--- config.mk ---
export PLATFORM = sky130hd
export DESIGN_NAME = tile_lookup_arbiter
export DESIGN_NICKNAME = d
export VERILOG_FILES = /design/src/rtl/tile_lookup_arbiter.sv
export SDC_FILE = /design/constraint.sdc
export NUM_CORES = 1
export LEC_CHECK = 0
export BUFFER_PORTS_ARGS = -buffer_cell sky130_fd_sc_hd__buf_4
export CORE_MARGIN = 2
export CORE_UTILIZATION = 51
export DETAILED_ROUTE_END_ITERATION = 6
export PLACE_DENSITY = 0.86
export SLEW_MARGIN = 20
export SYNTH_ARGS = -nofsm -noshare
export SYNTH_HDL_FRONTEND = slang
export SYNTH_SLANG_ARGS = --single-unit
--- constraint.sdc ---
create_clock -name i_clk -period 7.3 [get_ports i_clk]
set_input_delay 0.365 -clock i_clk [delete_from_list [all_inputs] [get_ports i_clk]]
set_output_delay 0.365 -clock i_clk [all_outputs]
set_load 0.02 [all_outputs]
--- src/rtl/tile_lookup_arbiter.sv ---
// Round-robin arbiter that serialises actor tile lookups onto one map RAM read port.
// Coordinates on or outside the border answer "wall" without touching the RAM.
module tile_lookup_arbiter #(
    parameter int unsigned NUM_REQ      = 4,
    parameter int unsigned BORDER_X_MIN = 1,
    parameter int unsigned BORDER_X_MAX = 28,
    parameter int unsigned BORDER_Y_MIN = 1,
    parameter int unsigned BORDER_Y_MAX = 28
) (
    input  logic                   i_clk,
    input  logic                   i_rst_n,
    input  logic [NUM_REQ-1:0]     i_req,
    input  logic [5*NUM_REQ-1:0]   i_req_x,
    input  logic [5*NUM_REQ-1:0]   i_req_y,
    output logic [NUM_REQ-1:0]     o_gnt,
    output logic [NUM_REQ-1:0]     o_rsp_valid,
    output logic                   o_rsp_wall,
    output logic                   o_map_rd_en,
    output logic [9:0]             o_map_addr,
    input  logic                   i_map_rdata,
    output logic                   o_busy
);

    localparam int unsigned IDX_W = (NUM_REQ > 1) ? $clog2(NUM_REQ) : 1;

    typedef enum logic [1:0] {
        StIdle,
        StRead,
        StResp
    } state_e;

    state_e               r_state;
    state_e               w_state_next;
    logic [IDX_W-1:0]     r_last_winner;
    logic                 r_force_wall;
    logic [9:0]           r_map_addr;

    logic [NUM_REQ-1:0]   w_cur_onehot;
    logic [NUM_REQ-1:0]   w_req_masked;
    logic [31:0]          w_cand;
    logic [IDX_W-1:0]     w_win_idx;
    logic                 w_win_found;
    logic                 w_arb_fire;
    logic [4:0]           w_win_x;
    logic [4:0]           w_win_y;
    logic                 w_force_wall;

    // r_last_winner doubles as the index of the lookup currently in flight.
    always_comb begin
        w_cur_onehot = '0;
        for (int k = 0; k < NUM_REQ; k++) begin
            if (r_last_winner == IDX_W'(k)) begin
                w_cur_onehot[k] = 1'b1;
            end
        end
    end

    always_comb begin
        w_req_masked = i_req & ~((r_state == StResp) ? w_cur_onehot : '0);
        w_win_found  = 1'b0;
        w_win_idx    = r_last_winner;
        w_cand       = '0;
        for (int unsigned i = 1; i <= NUM_REQ; i++) begin
            w_cand = (32'(r_last_winner) + i) % NUM_REQ;
            if (!w_win_found && w_req_masked[w_cand[IDX_W-1:0]]) begin
                w_win_found = 1'b1;
                w_win_idx   = w_cand[IDX_W-1:0];
            end
        end
    end

    always_comb begin
        w_win_x = '0;
        w_win_y = '0;
        for (int k = 0; k < NUM_REQ; k++) begin
            if (w_win_idx == IDX_W'(k)) begin
                w_win_x = i_req_x[5*k +: 5];
                w_win_y = i_req_y[5*k +: 5];
            end
        end
    end

    assign w_force_wall = !((w_win_x > 5'(BORDER_X_MIN)) && (w_win_x < 5'(BORDER_X_MAX)) &&
                            (w_win_y > 5'(BORDER_Y_MIN)) && (w_win_y < 5'(BORDER_Y_MAX)));

    assign w_arb_fire = ((r_state == StIdle) || (r_state == StResp)) && w_win_found;

    always_ff @(posedge i_clk or negedge i_rst_n) begin
        if (!i_rst_n) begin
            r_state       <= StIdle;
            r_last_winner <= IDX_W'(NUM_REQ - 1);
            r_force_wall  <= 1'b0;
            r_map_addr    <= '0;
        end else begin
            r_state <= w_state_next;
            if (w_arb_fire) begin
                r_last_winner <= w_win_idx;
                r_force_wall  <= w_force_wall;
                r_map_addr    <= {w_win_y, w_win_x};
            end
        end
    end

    always_comb begin
        w_state_next = r_state;
        o_gnt        = '0;
        o_rsp_valid  = '0;
        o_rsp_wall   = 1'b0;
        o_map_rd_en  = 1'b0;
        unique case (r_state)
            StIdle: begin
                if (w_win_found) begin
                    w_state_next = StRead;
                end
            end
            StRead: begin
                o_gnt        = w_cur_onehot;
                o_map_rd_en  = !r_force_wall;
                w_state_next = StResp;
            end
            StResp: begin
                o_rsp_valid  = w_cur_onehot;
                o_rsp_wall   = r_force_wall | i_map_rdata;
                w_state_next = w_win_found ? StRead : StIdle;
            end
            default: begin
                w_state_next = StIdle;
            end
        endcase
    end

    assign o_map_addr = r_map_addr;
    assign o_busy     = (r_state != StIdle);

endmodule

==> flow_summary.ini <==
[power_and_ir_drop]
leakagePower_nw = 1.00
total_power_mw = 1.15
power.density_cell_area_nw_per_um2 = 553
p_sw_share_pct = 50.8
internal-power_uw = 565
p_switching_uw = 583
combPwrFrac_pct = 80.2
seqPwrFrac_pct = 15.8
clkPwrFrac_pct = 4.0
peakVddDrop_v = 0.000305

[timing]
max_freq_ghz = 0.250
fin_worst_skew_ns = 0.00446
setup_viol = 0
fin_crit_ns = 4.00
finalCritPeriodShare_pct = 54.8
slew_headroom_pct = 37.6
tns_ns = 0
hold_viol = 0
drv_slew = 0
worst_pin_slew_ns = 0.917
rsz0062_at_grt = false
worst_hold_slack_ns = 0.486

[route]
ant_nets = 0
wire_per_inst_um = 15.3
first_pass_iters = 4
wl_um = 4250
routed_via_density = 5.76
drc = 0
vias = 1601
drt_iter0_markers = 117

[clocking]
clockRootBuffer = clkbuf_4
cts_tree = built
cts_buffers = 3
clock_sinks = 15
cts_resized = 0
cts_setup_buffers = 0
ctsHtreeMaxLevel = 1
worstSkewPairLatency_ns = 0.29
hold_buffers = 1
clk_pin_slew_ns = 0.08
clk_path_buf_depth = 2

[yosys]
yosysUniqueCellTypes = 54
syn_area_per_cell_um2 = 8.50
synth_common_cells = 29 x nand3_1, 25 x nand2_1, 13 x dfrtp_1, 9 x mux2_2, 8 x a21oi_1
ys_warn_count = 0
synth_top_area_share_pct = 21.0
syn_nets = 233
syn_inst = 182
ys_ff_latch = 15
syn-cell-area_um2 = 1550
synth.most_common_cell = nand3_1
async_flop_share_pct = 100
synth_edf_count = 0
synth_area_leader_cell = dfrtp_1
synth_area_leaders = dfrtp_1 21%, nand3_1 9.4%, mux2_2 6.6%
ys.flop_type = dfrtp_1
seq_area_frac_synth_pct = 24.4

[layout]
nets = 299
seqCellArea_um2 = 378
design_area_um2 = 2080
antenna_cells = 0
drive_gt1_share_pct = 41.3
area_delta_synth_final_pct = 34.2
n_fill_cell = 240
multi_input_area_um2 = 1090

[die]
ios = 68
start_util_pct = 54.7
core_area_um2 = 2830
die_x_um = 59.1
die_area_um2 = 3490
dieHeight_um = 59.1
rows = 19

[critical_path]
critPathTopFamily = compound AO/OA/AOI/OAI gates
path_cells = inv_1 -> ha_1 -> and2_0 -> o211ai_1 -> o2111ai_2 -> mux2i_2 -> o221a_1 -> a22oi_1 -> or2_1 -> o31a_1 -> a41oi_2
path_class = reg -> reg
slowest_stage = mux2i_2
startpoint_type = flip-flop
critPathCaptureType = flip-flop
cp_num_buf_inv = 1
cp_max_fo = 18
arrival_ns = 4.21
crit_required_ns = 7.51
max_stage_delay_ns = 0.79

[run_status]
status = completed

[global_route]
grt_pass1_wl_um = 6870
grt_pass1_vias = 1470
grt_max_degree = 21
grt_overflow = 0
antenna_found_initial = 0
grtUsageTotal_pct = 25.4

[placement]
dp_hpwl_um = 3380
placed_area_um2 = 2040
place_congestion = 0.886
port_buffers = 67

[flow_run]
timing.max_cap.violations = 0

[worst_hold_path]
hold_class = in -> reg
stage by stage:
| step | setup slack [ns] | cells | utilization (%) |
|---|---|---|---|
| final | 3.30 | 278 | 73.4 |
| after global routing | 3.04 | 278 | 73.4 |
| after CTS | 3.34 | 278 | 73.4 |
| after detailed placement | 3.37 | 273 | 72.1 |
| after global placement | 3.53 | 273 | 72.1 |
| after floorplan | 4.12 | 182 | - |
power groups by stage:
stage	clock (mW)	sequential (mW)	combinational [mW]
floorplan	0	0.201	0.703
global placement	0	0.178	0.904
detailed placement	0	0.182	0.918
CTS	0.0473	0.180	0.921
global route	0.0499	0.189	1.01
finish	0.0462	0.181	0.920
layer usage:
metal  track usage (%)  up-vias  routed length [um]
li1                  -      806                   -
met1              36.9      727                1920
met2              39.2       62                1980
met3              3.28        6                 268
met4              8.12        0                  81
met5                 0        -                   0
worst paths after layout:
check,endpoint,slack [ns],depth (start not counted),from
setup / recovery,r_force_wall$_DFFE_PN0P_,3.30,11,r_last_winner[0]$_DFFE_PN1P_
hold / removal,o_map_addr[4]$_DFFE_PN0P_,0.49,4,i_req_x[19]
setup reg to reg,r_force_wall$_DFFE_PN0P_,3.30,11,r_last_winner[0]$_DFFE_PN1P_
hold reg to reg,o_map_addr[1]$_DFFE_PN0P_,0.50,2,o_map_addr[1]$_DFFE_PN0P_
max in group asynchronous,r_last_winner[1]$_DFFE_PN1P_,6.56,2,i_rst_n
min in group asynchronous,o_map_addr[7]$_DFFE_PN0P_,0.51,2,i_rst_n
worst register-to-register path: cells and delay by family, from the launching register on:
family                     cells  cell delay (ns)
and+or+nand+nor                2             0.43
muxes                          1             0.79
buffers and inverters          1             0.18
DFF                            1             0.69
adders and majority gates      1             0.43
AOI/OAI and AO/OA              6             1.40
cells by family (layout without fill, tap and decap cells):
kind of cell    Yosys count  after routing  share of synthesized area, %
compound gates           45             45                          24.9
fa+ha+maj                 4              4                          3.24
buf+inv                  15             80                          5.18
flops                    15             15                          24.4
simple gates             89             89                          31.1
mux                      14             14                          11.2
area by class of cell:
cell class	count	share of cell area [%]
clock buffer	4	1.27
inverter	8	1.51
multi-input combinational	152	52.4
sequential	15	18.2
tap	31	1.87
timing repair buffer	68	24.7
placed cells by master, fill, tap and decap left out, types with 2 or more instances in the layout:
master,instances
nand2_1,25
o221a_1,2
inv_1,6
clkbuf_4,3
nor2_1,7
nand2b_1,2
o22ai_1,2
and2_1,4
a22oi_1,3
nor2b_1,5
nand3_1,29
buf_4,67
mux2i_1,2
nand3b_1,2
ha_1,4
a21oi_1,8
mux2_2,9
or2_2,2
o21ai_0,6
o221a_2,4
and3b_1,3
dfstp_2,2
a21o_1,6
dfrtp_1,13
o211ai_1,2
registers in the layout (all words and copies together), names as in the netlist:
name           flops
r_state            2
o_map_addr        10
r_force_wall       1
r_last_winner      2
Note: power is estimated with default switching activity, not from simulation.
